===== config.mk =====
export PLATFORM = sky130hd
export DESIGN_NAME = seg7_scan_driver
export DESIGN_NICKNAME = d
export VERILOG_FILES = /design/src/rtl/seg7_pkg.sv /design/src/rtl/bcd_to_seg7.sv /design/src/rtl/seg7_scan_driver.sv
export SDC_FILE = /design/constraint.sdc
export NUM_CORES = 1
export LEC_CHECK = 0
export BUFFER_PORTS_ARGS = -buffer_cell sky130_fd_sc_hd__buf_2
export CAP_MARGIN = 20
export CORE_ASPECT_RATIO = 1.2
export CORE_UTILIZATION = 44
export DETAILED_ROUTE_END_ITERATION = 7
export PLACE_DENSITY = 0.63
export SYNTH_ARGS = -nofsm -noshare
export SYNTH_HDL_FRONTEND = slang
export SYNTH_HIERARCHICAL = 1
export SYNTH_SLANG_ARGS = --single-unit
export TNS_END_PERCENT = 20

===== constraint.sdc =====
create_clock -name clk -period 2.8 [get_ports clk]
set_clock_uncertainty 0.2 [all_clocks]
set_input_delay 0.42 -clock clk [delete_from_list [all_inputs] [get_ports clk]]
set_output_delay 0.42 -clock clk [all_outputs]
set_load 0.01 [all_outputs]

===== src/rtl/seg7_pkg.sv =====
// ---------------------------------------------------------------------------
// seg7_pkg
// Shared constants for the stopwatch 7-segment display path.
//   - Active-low segment patterns (bit6..bit0 = g..a) for BCD 0..9, a dash
//     for non-BCD codes, and the all-off pattern.
//   - Anode all-off value for the 4-digit common-anode display.
//   - Pair-select encoding shared with the adjust logic.
//   - Blink phase type used by the scan driver.
// ---------------------------------------------------------------------------
package seg7_pkg;

   localparam logic [6:0] SEG_0     = 7'b1000000;
   localparam logic [6:0] SEG_1     = 7'b1111001;
   localparam logic [6:0] SEG_2     = 7'b0100100;
   localparam logic [6:0] SEG_3     = 7'b0110000;
   localparam logic [6:0] SEG_4     = 7'b0011001;
   localparam logic [6:0] SEG_5     = 7'b0010010;
   localparam logic [6:0] SEG_6     = 7'b0000010;
   localparam logic [6:0] SEG_7     = 7'b1111000;
   localparam logic [6:0] SEG_8     = 7'b0000000;
   localparam logic [6:0] SEG_9     = 7'b0010000;
   localparam logic [6:0] SEG_DASH  = 7'b0111111;
   localparam logic [6:0] BLANK_SEG = 7'h7F;

   localparam logic [3:0] ANODE_OFF = 4'hF;

   // Which digit pair the adjust logic is editing.
   localparam logic SEL_MIN = 1'b0;   // digits 3:2
   localparam logic SEL_SEC = 1'b1;   // digits 1:0

   typedef enum logic {
      PH_VISIBLE = 1'b0,
      PH_BLANK   = 1'b1
   } blink_phase_e;

endpackage : seg7_pkg


===== src/rtl/bcd_to_seg7.sv =====
// ---------------------------------------------------------------------------
// bcd_to_seg7
// Combinational BCD to active-low 7-segment decoder.
// Ports:
//   bcd_i  [3:0]  input digit; codes 10..15 are shown as a dash (g only)
//   seg_o  [6:0]  active-low segments, bit0 = a ... bit6 = g
// ---------------------------------------------------------------------------
module bcd_to_seg7
   import seg7_pkg::*;
(
   input  logic [3:0] bcd_i,
   output logic [6:0] seg_o
);

   always_comb begin
      seg_o = SEG_DASH;
      case (bcd_i)
         4'd0:    seg_o = SEG_0;
         4'd1:    seg_o = SEG_1;
         4'd2:    seg_o = SEG_2;
         4'd3:    seg_o = SEG_3;
         4'd4:    seg_o = SEG_4;
         4'd5:    seg_o = SEG_5;
         4'd6:    seg_o = SEG_6;
         4'd7:    seg_o = SEG_7;
         4'd8:    seg_o = SEG_8;
         4'd9:    seg_o = SEG_9;
         default: seg_o = SEG_DASH;
      endcase
   end

endmodule : bcd_to_seg7


===== src/rtl/seg7_scan_driver.sv =====
// ---------------------------------------------------------------------------
// seg7_scan_driver
// Time-multiplexes four BCD digits (MM:SS) onto a 4-anode 7-segment display
// and blinks the digit pair being adjusted.
// Ports:
//   clk         master clock
//   rstN        asynchronous active-low reset
//   digit3..0   BCD digits, digit3 = minutes tens ... digit0 = seconds ones
//   blinkEn     adjust mode; enables blanking of the selected pair
//   blinkSel    SEL_MIN = digits 3:2, SEL_SEC = digits 1:0
//   boardAnode  active-low anode enables, bit i lights digit i (registered)
//   segmentLed  active-low segments, bit0 = a ... bit6 = g (registered)
// Parameters:
//   REFRESH_DIV  clock cycles each digit stays lit (>= 2)
//   BLINK_DIV    clock cycles per blink half-period (>= 2)
// ---------------------------------------------------------------------------
module seg7_scan_driver
   import seg7_pkg::*;
#(
   parameter int unsigned REFRESH_DIV = 50000,
   parameter int unsigned BLINK_DIV   = 25000000
) (
   input  logic       clk,
   input  logic       rstN,
   input  logic [3:0] digit3,
   input  logic [3:0] digit2,
   input  logic [3:0] digit1,
   input  logic [3:0] digit0,
   input  logic       blinkEn,
   input  logic       blinkSel,
   output logic [3:0] boardAnode,
   output logic [6:0] segmentLed
);

   localparam int unsigned RW = $clog2(REFRESH_DIV);
   localparam int unsigned BW = $clog2(BLINK_DIV);
   localparam logic [RW-1:0] REFRESH_LAST = RW'(REFRESH_DIV - 1);
   localparam logic [BW-1:0] BLINK_LAST   = BW'(BLINK_DIV - 1);

   if (REFRESH_DIV < 2) begin : g_bad_refresh_div
      $error("seg7_scan_driver: REFRESH_DIV must be >= 2");
   end
   if (BLINK_DIV < 2) begin : g_bad_blink_div
      $error("seg7_scan_driver: BLINK_DIV must be >= 2");
   end

   logic [RW-1:0] refresh_q, refresh_d;
   logic [1:0]    scan_q, scan_d;
   logic [BW-1:0] blink_cnt_q, blink_cnt_d;
   blink_phase_e  phase_q, phase_d;
   logic [3:0]    anode_q, anode_d;
   logic [6:0]    seg_q, seg_d;

   logic [3:0]    cur_digit;
   logic [6:0]    cur_seg;
   logic          in_pair;
   logic          blank;

   // Dwell counter; the scan position steps on its wrap cycle.
   always_comb begin
      refresh_d = refresh_q + RW'(1);
      scan_d    = scan_q;
      if (refresh_q == REFRESH_LAST) begin
         refresh_d = '0;
         scan_d    = scan_q + 2'd1;
      end
   end

   // Blink phase machine: parked in VISIBLE with a cleared counter whenever
   // adjust mode is off, so every adjust session starts with a full visible
   // half-period.
   always_comb begin
      blink_cnt_d = blink_cnt_q;
      phase_d     = phase_q;
      if (!blinkEn) begin
         blink_cnt_d = '0;
         phase_d     = PH_VISIBLE;
      end else if (blink_cnt_q == BLINK_LAST) begin
         blink_cnt_d = '0;
         phase_d     = (phase_q == PH_VISIBLE) ? PH_BLANK : PH_VISIBLE;
      end else begin
         blink_cnt_d = blink_cnt_q + BW'(1);
      end
   end

   always_comb begin
      cur_digit = digit0;
      case (scan_q)
         2'd0: cur_digit = digit0;
         2'd1: cur_digit = digit1;
         2'd2: cur_digit = digit2;
         2'd3: cur_digit = digit3;
         default: cur_digit = digit0;
      endcase
   end

   bcd_to_seg7 u_dec (
      .bcd_i (cur_digit),
      .seg_o (cur_seg)
   );

   // scan_q[1] is set for the minutes slots (2,3) and clear for seconds (0,1).
   // blinkEn gates the blank directly so dropping adjust mode un-blanks on the
   // very next edge, while the phase register is still being cleared.
   always_comb begin
      in_pair = (blinkSel == SEL_MIN) ? scan_q[1] : ~scan_q[1];
      blank   = blinkEn && (phase_q == PH_BLANK) && in_pair;
      anode_d = blank ? ANODE_OFF : ~(4'b0001 << scan_q);
      seg_d   = blank ? BLANK_SEG : cur_seg;
   end

   always_ff @(posedge clk or negedge rstN) begin
      if (!rstN) begin
         refresh_q   <= '0;
         scan_q      <= '0;
         blink_cnt_q <= '0;
         phase_q     <= PH_VISIBLE;
         anode_q     <= ANODE_OFF;
         seg_q       <= BLANK_SEG;
      end else begin
         refresh_q   <= refresh_d;
         scan_q      <= scan_d;
         blink_cnt_q <= blink_cnt_d;
         phase_q     <= phase_d;
         anode_q     <= anode_d;
         seg_q       <= seg_d;
      end
   end

   assign boardAnode = anode_q;
   assign segmentLed = seg_q;

endmodule : seg7_scan_driver


==> impl_metrics.toml, run 1 <==
[sta]
min_period_ps = 2400
period_share = 0.857
tightest_slew_ps = 660
fmax_ghz = 0.417
rsz0062_at_grt = "false"
tns_ps = 0
relSlewSlack = 0.548
finalSetupViolCount = 0
worst_slack_ps = 401
finalMaxSlewViolations = 0
timing.final.hold_violations = 0

[logic_synthesis]
syn_area_mm2 = 0.00290
synthDistinctLibCells = 39
yosys.area_share.xor_xnor = 0.0844
yosysSeqAreaShare = 0.479
avgSynthCellArea_um2 = 9.81
synth_compound_area_frac = 0.0810
synth_top_family_by_area = "simple AND/OR/NAND/NOR gates"
synth_mux_area_frac = 0.0177
synthSimpleGateAreaFrac = 0.251
synthAdderAreaFrac = 0.0517
synth_seq_cells = 55
syn_inst = 296
yosys_warnings = 6
synth_nets = 328

[hold_path]
holdCritPathClass = "in2reg"
min_path_cells = 2
holdCritStartpoint = "blinkEn"

[power_and_ir_drop]
max-vdd-ir-drop_v = 0.000226
p_leak_nw = 1.41
swShare = 0.226
p_int_mw = 1.05
power_density_mw_per_mm2 = 417
switchingPower_mw = 0.306
power_mw = 1.36
p_clk_frac = 0.328
seq_power_share = 0.603
p_comb_frac = 0.069

[floorplan]
io_pins = 31
dieArea_mm2 = 0.00693
chipWidth_um = 76.2
die_h_um = 91.0
core_mm2 = 0.00641
rows = 32
initial_utilization = 0.453

[final_layout]
stdcell_count = 416
final_common_cell = "dfrtp_1"
antenna_cells = 0
n_fill_cell = 634
multi_input_area_mm2 = 0.00141
regArea_mm2 = 0.00139
area_growth_pct = 12.0
layout-drive-gt1-share = 0.190
final_cell_area_mm2 = 0.00325
layout_common_cells = "dfrtp_1 (44), nor2_1 (36), buf_2 (30), nand2_1 (20), nand3_1 (18)"
nNetsFinal = 362

[clock_tree]
root_buffer = "clkbuf_8"
ctsHoldBuffers = 1
numCtsBuffers = 5
cts.clk_slew.worst_paths_ps = 90
ctsHtreeMaxLevel = 2
insertion_delay_ps = 300
postCtsSetupRepairBufs = 0
clock_sinks = 55
cts_tree = "built"
clk_path_buf_depth = 2
cts_resized = 0

[critical_path]
endpoint_kind = "register"
critPathLaunchType = "register"
critical_path.max_fanout = 5
cp.arrival_ps = 2420
path_cells = "inv_1 > ha_1 > mux2i_1 > inv_1 > ha_1 > or2_4 > a21oi_2 > nor2_1 > nand2b_1"
critPathRequiredTime_ps = 2820
reg2reg_depth = 9
critPathKind = "reg2reg"
r2r-start = "scan_q[0]"
crit_slowest_cell = "dfrtp_1"
cp-startpoint = "scan_q[0]"
crit_path_max_incr_delay_ps = 410

[placed_design]
postPlaceCellArea_mm2 = 0.00315
dp_hpwl_um = 4100
dp_worst_setup_slack_ps = 388
portBuffers = 30
gp_congestion = 0.786
dp.cells = 407

[drt]
ant_nets = 0
wirelength_um = 5530
first_pass_iters = 5
routed-via-count = 2187
drt_iter0_markers = 105
wl_per_cell_um = 13.3
drc_errors = 0
vias_per_cell = 5.26

[global_routing]
antenna_found_initial = 0
grt_max_degree = 26
grt_pass1_wl_um = 9870
grt.overflow.total = 0
track_usage = 0.176
grt_pass1_vias = 2257

[job]
cap_violations = 0

[run_status]
status = "completed"
[worst max-delay path: cells and delay by family, from the launching register on]
family | cells | cell delay, ps
adder cells (fa/ha/maj) | 2 | 500
flip-flops | 1 | 410
AND/OR/NAND/NOR | 3 | 400
multiplexers | 1 | 390
buffers and inverters | 2 | 280
AO/OA/AOI/OAI | 1 | 130
[kinds of logic (layout without fill, tap and decap cells)]
kind of cell | after synthesis | in the layout
compound gates | 36 | 36
xor+xnor | 28 | 28
fa+ha+maj | 12 | 12
buf+inv | 24 | 59
flops | 55 | 55
mux | 5 | 5
simple gates | 136 | 136
[state kept, by name, summed over array words and instances (netlist names)]
signal       cells
blink_cnt_q     25
refresh_q       16
segmentLed       7
boardAnode       4
scan_q           2
phase_q          1
[per-layer routing]
layer,GRT usage,wire (µm)
met5,0,0
met4,0.0481,50
met3,0.0271,127
met2,0.322,2850
met1,0.214,2500
[power by group through the flow]
| stage | combinational (mW) | clock, mW | sequential, mW |
|---|---|---|---|
| 2_1_floorplan | 0.0411 | 0 | 0.837 |
| 6_report | 0.0930 | 0.446 | 0.818 |
| 3_5_place_dp | 0.0942 | 0 | 0.834 |
| 5_1_grt | 0.108 | 0.489 | 0.820 |
| 4_1_cts | 0.0955 | 0.467 | 0.819 |
| 3_3_place_gp | 0.0932 | 0 | 0.834 |
[synthesized netlist by cell type, drive strengths merged]
| cell type | instances | area (µm²) |
|---|---|---|
| a31o | 1 | 8.76 |
| mux2i | 4 | 40.0 |
| a21boi | 1 | 7.51 |
| buf | 5 | 31.3 |
| xor2 | 11 | 96.3 |
| and3 | 2 | 12.5 |
| dfrtp | 44 | 1100 |
| nand4 | 11 | 68.8 |
| nor4b | 3 | 26.3 |
| dfstp | 11 | 289 |
| or2 | 2 | 15.0 |
| nand2 | 20 | 75.1 |
| o21ai | 8 | 43.8 |
| nor3 | 4 | 20.0 |
| xnor2 | 17 | 149 |
| nor4 | 4 | 25.0 |
| o31ai | 7 | 52.6 |
| nor2 | 36 | 135 |
| or3 | 6 | 37.5 |
| nand2b | 10 | 62.6 |
| or4 | 11 | 90.1 |
| nand3 | 19 | 100 |
| mux2 | 1 | 11.3 |
| and2 | 2 | 12.5 |
| nor2b | 1 | 6.26 |
| inv | 15 | 56.3 |
| a21oi | 15 | 82.6 |
| a222oi | 4 | 40.0 |
| clkbuf | 4 | 15.0 |
| ha | 12 | 150 |
| and4 | 4 | 35.0 |
| or2b | 1 | 7.51 |
[layout make-up]
| class | count | area share |
|---|---|---|
| multi-input combinational | 217 | 0.434 |
| inverter | 15 | 0.0173 |
| sequential | 55 | 0.427 |
| clock inverter | 1 | 0.00154 |
| timing repair buffer | 36 | 0.0608 |
| clock buffer | 7 | 0.0265 |
| tap | 85 | 0.0327 |
[per-stage QoR]
step / utilization / hold WS (ps)
after floorplan: - / -75.6
after global placement: 0.492 / 181
after detailed placement: 0.492 / 176
after CTS: 0.508 / 208
after global routing: 0.508 / 208
final: 0.508 / 215
[worst paths after layout]
kind                            slack [ps]              end
worst max-delay path                   400    segmentLed[3]
worst min-delay path                   220          phase_q
worst max register to register         400    segmentLed[3]
worst min register to register         290     refresh_q[0]
max in group asynchronous             1310    segmentLed[0]
min in group asynchronous              380  blink_cnt_q[20]
Power figures use the tool's default switching activity.
==> run 2: changes to the inputs <==
--- a/config.mk
+++ b/config.mk
@@ -5,12 +5,13 @@
 export SDC_FILE = /design/constraint.sdc
 export NUM_CORES = 1
 export LEC_CHECK = 0
+export ABC_AREA = 1
 export BUFFER_PORTS_ARGS = -buffer_cell sky130_fd_sc_hd__buf_2
 export CAP_MARGIN = 20
 export CORE_ASPECT_RATIO = 1.2
 export CORE_UTILIZATION = 44
 export DETAILED_ROUTE_END_ITERATION = 7
-export PLACE_DENSITY = 0.63
+export PLACE_DENSITY = 0.62
 export SYNTH_ARGS = -nofsm -noshare
 export SYNTH_HDL_FRONTEND = slang
 export SYNTH_HIERARCHICAL = 1
==> constraint.sdc (replaced) <==
create_clock -name clk -period 2.75 [get_ports clk]
set_clock_uncertainty 0.2 [all_clocks]
set_input_delay 0.4125 -clock clk [delete_from_list [all_inputs] [get_ports clk]]
set_output_delay 0.4125 -clock clk [all_outputs]
set_load 0.01 [all_outputs]
==> run 2 against run 1 <==
  * Register-to-register slack lost 110 ps
  * Largest power group unchanged
  * Fmax decreased by 2.5%
  * Global-route usage up 0.80 points
  * Sequential power is 2% higher
  * Non-clock buffer count fell by 3
  * Cell area up 7.7%
  * Utilization grew 0.35 points
  * Flip-flop and latch count unchanged
==> impl_metrics.toml, run 2 <==
[clock_tree]
clock_sinks = 55
cts.clk_slew.worst_paths_ps = 100
ctsHtreeMaxLevel = 2
postCtsSetupRepairBufs = 0
clk_path_buf_depth = 2
numCtsBuffers = 5
cts_resized = 0
root_buffer = "clkbuf_8"
ctsHoldBuffers = 1
insertion_delay_ps = 310
cts_tree = "built"

[floorplan]
die_h_um = 94.5
initial_utilization = 0.458
core_mm2 = 0.00685
rows = 33
io_pins = 31
dieArea_mm2 = 0.00748
chipWidth_um = 79.1

[critical_path]
cp-startpoint = "scan_q[1]"
crit_path_max_incr_delay_ps = 430
critPathLaunchType = "register"
reg2reg_depth = 11
cp.arrival_ps = 2460
crit_slowest_cell = "dfrtp_1"
path_cells = "inv_1 > ha_1 > a21oi_1 > a32oi_1 > inv_1 > ha_1 > nand2_1 > nand3_1 > nand2_1 > inv_1 > nand2_1"
r2r-start = "scan_q[1]"
rrSetupSlack_ps = 290
critPathKind = "reg2reg"
critical_path_buf_inv_count = 3
critPathRequiredTime_ps = 2750
endpoint_kind = "register"
crit_family = "adder cells"
critical_path.max_fanout = 8
reg2reg_to = "segmentLed[3]"

[drt]
drt_iter0_markers = 155
first_pass_iters = 4
routed-via-count = 2531
drc_errors = 0
vias_per_cell = 4.70
wirelength_um = 6100
wl_per_cell_um = 11.3
ant_nets = 0

[logic_synthesis]
syn_inst = 414
avgSynthCellArea_um2 = 7.58
ys_top_cells_by_area = "dfrtp_1 (35%), nand2_1 (14%), nor2_1 (9.6%), dfstp_2 (9.2%), inv_1 (6.5%)"
synth_edf_count = 0
synth_seq_cells = 55
yosysTopAreaCellShare = 0.351
yosys_warnings = 6
synthArstFlopShare = 1.00
yosysSeqAreaShare = 0.443
syn_area_mm2 = 0.00314
synthDistinctLibCells = 32
synthFlopType = "dfrtp_1"
synth_common_cells = "nand2_1 (115), nor2_1 (80), inv_1 (54)"
synth_nets = 446
yosysTopAreaCell = "dfrtp_1"
yosysMostFrequentCell = "nand2_1"

[global_routing]
grt_pass1_vias = 2436
grt.overflow.total = 0
grt_max_degree = 24
met3_usage = 0.0280
grt_pass1_wl_um = 10800
grt-busiest-layer = "met2"
track_usage = 0.184
use_met1 = 0.229
met2_usage = 0.318
antenna_found_initial = 0

[sta]
finalSetupViolCount = 0
min_period_ps = 2460
finalMaxSlewViolations = 0
period_share = 0.894
tns_ps = 0
timing.final.hold_violations = 0
relSlewSlack = 0.451
fmax_ghz = 0.407
rsz0062_at_grt = "false"
tightest_slew_ps = 819

[final_layout]
nNetsFinal = 483
largest_register_ffs = 25
finish.utilization = 0.511
antenna_cells = 0
final_common_cell = "nand2_1"
largest_register = "blink_cnt_q"
layout-drive-gt1-share = 0.159
area_growth_pct = 11.6
layout_common_cells = "nand2_1 (115), nor2_1 (80), inv_1 (54), dfrtp_1 (44), buf_2 (30)"

[power_and_ir_drop]
max-vdd-ir-drop_v = 0.000175
p_leak_nw = 1.73
power_density_mw_per_mm2 = 397

[placed_design]
portBuffers = 30
dp_hpwl_um = 4700
gp_congestion = 0.881

[job]
cap_violations = 0

[hold_path]
min_path_cells = 3
holdCritPathClass = "in2reg"
holdPathEnd = "phase_q"
holdCritStartpoint = "blinkEn"

[run_status]
status = "completed"
-- run 2: changes by cell type after synthesis, sizes merged, moves of 10 or more --
cell    delta
nand2b    -10
nor2      +53
nand2    +100
inv       +41
or4       -11
xnor2     -13
-- run 2: cell families after synthesis --
kind of cell / after synthesis / synth area share
and+or+nand+nor: 247 / 0.342
buffers and inverters: 60 / 0.0725
DFF: 55 / 0.443
AOI/OAI and AO/OA: 23 / 0.0478
xor gates and xnor gates: 17 / 0.0474
adders and majority gates: 12 / 0.0478
-- run 2: worst max path at each step --
stage | end | slack [ps] | cells past startpoint
after detailed placement | segmentLed[3] | 300 | 11
after global placement | segmentLed[3] | 410 | 11
final | segmentLed[3] | 290 | 11
after global routing | segmentLed[3] | 70 | 11
after floorplan | segmentLed[3] | 490 | 12
after CTS | segmentLed[3] | 290 | 11
-- run 2: area by class of cell --
cell class	instances	area (µm²)
Fill cell	699	3350
Tap cell	87	109
Inverter	57	215
Sequential cell	55	1390
Timing Repair Buffer	33	175
Clock buffer	6	82.6
Multi-Input combinational cell	299	1520
Clock inverter	2	11.3
-- run 2: where the power goes --
part           switching [mW]  leakage [nW]  internal [mW]
Clock                   0.262        0.0449          0.202
Sequential            0.00502         0.713          0.827
Combinational          0.0613         0.973         0.0352
-- run 2: routing by layer --
metal	share of wire	wire length, µm
met1	0.46	2810
met3	0.030	183
met5	0	0
met2	0.49	2980
met4	0.021	128
-- run 2: worst reg2reg max path, stage by stage, from the launching register on --
cell,delay (ps)
dfrtp_1,430
inv_1,140
ha_1,320
a21oi_1,80
a32oi_1,380
inv_1,170
ha_1,310
nand2_1,60
nand3_1,120
nand2_1,50
inv_1,50
nand2_1,50
-- run 2: per-stage QoR --
stage / worst slack [ps] / cells / cell area (µm²) / total power, mW / hold slack, ps
global placement: 414 / 530 / 3400 / 0.945 / 147
detailed placement: 304 / 530 / 3400 / 0.945 / 149
global route: 68.4 / 539 / 3500 / 1.46 / 172
floorplan: 486 / 414 / 3140 / 0.894 / -83.1
CTS: 286 / 539 / 3500 / 1.41 / 165
finish: 290 / 539 / 3500 / 1.39 / 178
==> run 3: changes to the inputs <==
--- a/config.mk
+++ b/config.mk
@@ -12,6 +12,7 @@
 export CORE_UTILIZATION = 44
 export DETAILED_ROUTE_END_ITERATION = 7
 export PLACE_DENSITY = 0.62
+export RECOVER_POWER = 25
 export SYNTH_ARGS = -nofsm -noshare
 export SYNTH_HDL_FRONTEND = slang
 export SYNTH_HIERARCHICAL = 1
==> run 3 against run 2 <==
  * First-iteration DRC count rose by 12%
  * Clock power hardly changed
  * Worst hold slack did not move
  * Sequential power is essentially flat
  * Die area stayed put
  * Combinational power is 0.9% lower
  * Fmax is the same
  * Register-to-register slack barely moved
  * Cell count is the same
  * Clock-buffer cell count unchanged
  * Critical path type unchanged
  * Critical endpoint unchanged
  * Largest cell class unchanged
  * Highest routed layer unchanged
==> impl_metrics.toml, run 3 (synthesis results as in run 2) <==
[critical_path]
crit_family = "adder cells"
path_cells = "inv_1 > ha_1 > a21oi_1 > a32oi_1 > inv_1 > ha_1 > nand2_1 > nand3_1 > nand2_1 > inv_1 > nand2_1"
crit_path_max_incr_delay_ps = 430
cp.arrival_ps = 2460
critPathRequiredTime_ps = 2750
critPathKind = "reg2reg"
critPathLaunchType = "register"
critical_path.max_fanout = 8
crit_slowest_cell = "dfrtp_1"
critical_path_buf_inv_count = 3
endpoint_kind = "register"

[sta]
relSlewSlack = 0.411
min_period_ps = 2460
tns_ps = 0
period_share = 0.894
rsz0062_at_grt = "false"
timing.final.hold_violations = 0
tightest_slew_ps = 883
finalSetupViolCount = 0
finalMaxSlewViolations = 0
fmax_ghz = 0.407

[clock_tree]
cts_resized = 0
clk_path_buf_depth = 2
insertion_delay_ps = 310
cts_tree = "built"
ctsHtreeMaxLevel = 2
root_buffer = "clkbuf_8"
cts.clk_slew.worst_paths_ps = 100
clock_sinks = 55
postCtsSetupRepairBufs = 0
numCtsBuffers = 5

[power_and_ir_drop]
power_density_mw_per_mm2 = 398
swShare = 0.236
max-vdd-ir-drop_v = 0.000174
p_leak_nw = 1.72
power_mw = 1.39
seq_power_share = 0.598
p_clk_frac = 0.333
p_int_mw = 1.06
p_comb_frac = 0.069
switchingPower_mw = 0.328

[final_layout]
largest_register_ffs = 25
finish.utilization = 0.510
antenna_cells = 0
layout-drive-gt1-share = 0.153
area_growth_pct = 11.4
final_common_cell = "nand2_1"
stdcell_count = 539
layout_common_cells = "nand2_1 (115), nor2_1 (81), inv_1 (54), dfrtp_1 (44), buf_2 (29)"
final_cell_area_mm2 = 0.00350
largest_register = "blink_cnt_q"
nNetsFinal = 483

[floorplan]
rows = 33
chipWidth_um = 79.1
dieArea_mm2 = 0.00748
initial_utilization = 0.458
core_mm2 = 0.00685
die_h_um = 94.5
io_pins = 31

[drt]
routed-via-count = 2530
ant_nets = 0
drc_errors = 0
vias_per_cell = 4.69
wirelength_um = 6100
drt_iter0_markers = 174
wl_per_cell_um = 11.3
first_pass_iters = 4

[run_status]
status = "completed"

[placed_design]
dp_hpwl_um = 4700
gp_congestion = 0.881
postPlaceCellArea_mm2 = 0.00340
dp.cells = 530
portBuffers = 30

[hold_path]
holdCritPathClass = "in2reg"

[global_routing]
antenna_found_initial = 0
grt_pass1_vias = 2436
track_usage = 0.184
grt_pass1_wl_um = 10800
grt.overflow.total = 0
grt_max_degree = 24

[job]
cap_violations = 0
[run 3: cell count changes in the layout (fill, tap and decap cells not counted), sizes merged]
| cell | before | now |
|---|---|---|
| buf | 32 | 30 |
| clkbuf | 6 | 8 |
[run 3: tightest hold or removal path, cell delays in order]
cell	delay [ps]
buf_2	140
nand2_1	70
nor2_1	40
[run 3: power groups by stage]
stage          clock, mW  combinational (mW)  sequential (mW)
3_5_place_dp           0              0.0979            0.848
6_report           0.464              0.0956            0.832
3_3_place_gp           0              0.0971            0.848
2_1_floorplan          0              0.0420            0.852
5_1_grt            0.515               0.111            0.833
4_1_cts            0.480              0.0990            0.832
[run 3: routing by layer]
metal  vias up  part of all wire  GRT usage
li1       1347                 -          -
met1      1133              0.46      0.229
met2        40              0.49      0.318
met3        10             0.030     0.0280
met4         0             0.021     0.0742
met5         -                 0          0
[run 3: layout make-up]
type,instances,area [µm²]
Clock buffer,6,82.6
Clock inverter,2,11.3
Fill cell,700,3360
Inverter,57,215
Multi-Input combinational cell,299,1520
Sequential cell,55,1390
Tap cell,87,109
Timing Repair Buffer,33,170
[run 3: what timing repair did]
item	CTS	global route
hold buffers	1	0
hold endpoints to repair	7	0
endpoints found under the setup margin	0	0
[run 3: worst paths after layout]
| kind | cells after the start | start | slack [ps] | end |
|---|---|---|---|---|
| worst max-delay path | 11 | scan_q[1] | 290 | segmentLed[3] |
| worst min-delay path | 3 | blinkEn | 180 | phase_q |
| worst max register to register | 11 | scan_q[1] | 290 | segmentLed[3] |
| worst min register to register | 1 | refresh_q[0] | 270 | refresh_q[0] |
| max in group asynchronous | 3 | rstN | 580 | blink_cnt_q[11] |
| min in group asynchronous | 2 | rstN | 530 | blink_cnt_q[4] |
[run 3: through the flow]
step	setup WS (ps)	hold WS, ps
after floorplan	486	-83.1
after global placement	414	147
final	290	178
after global routing	68.4	172
after CTS	286	165
after detailed placement	304	149
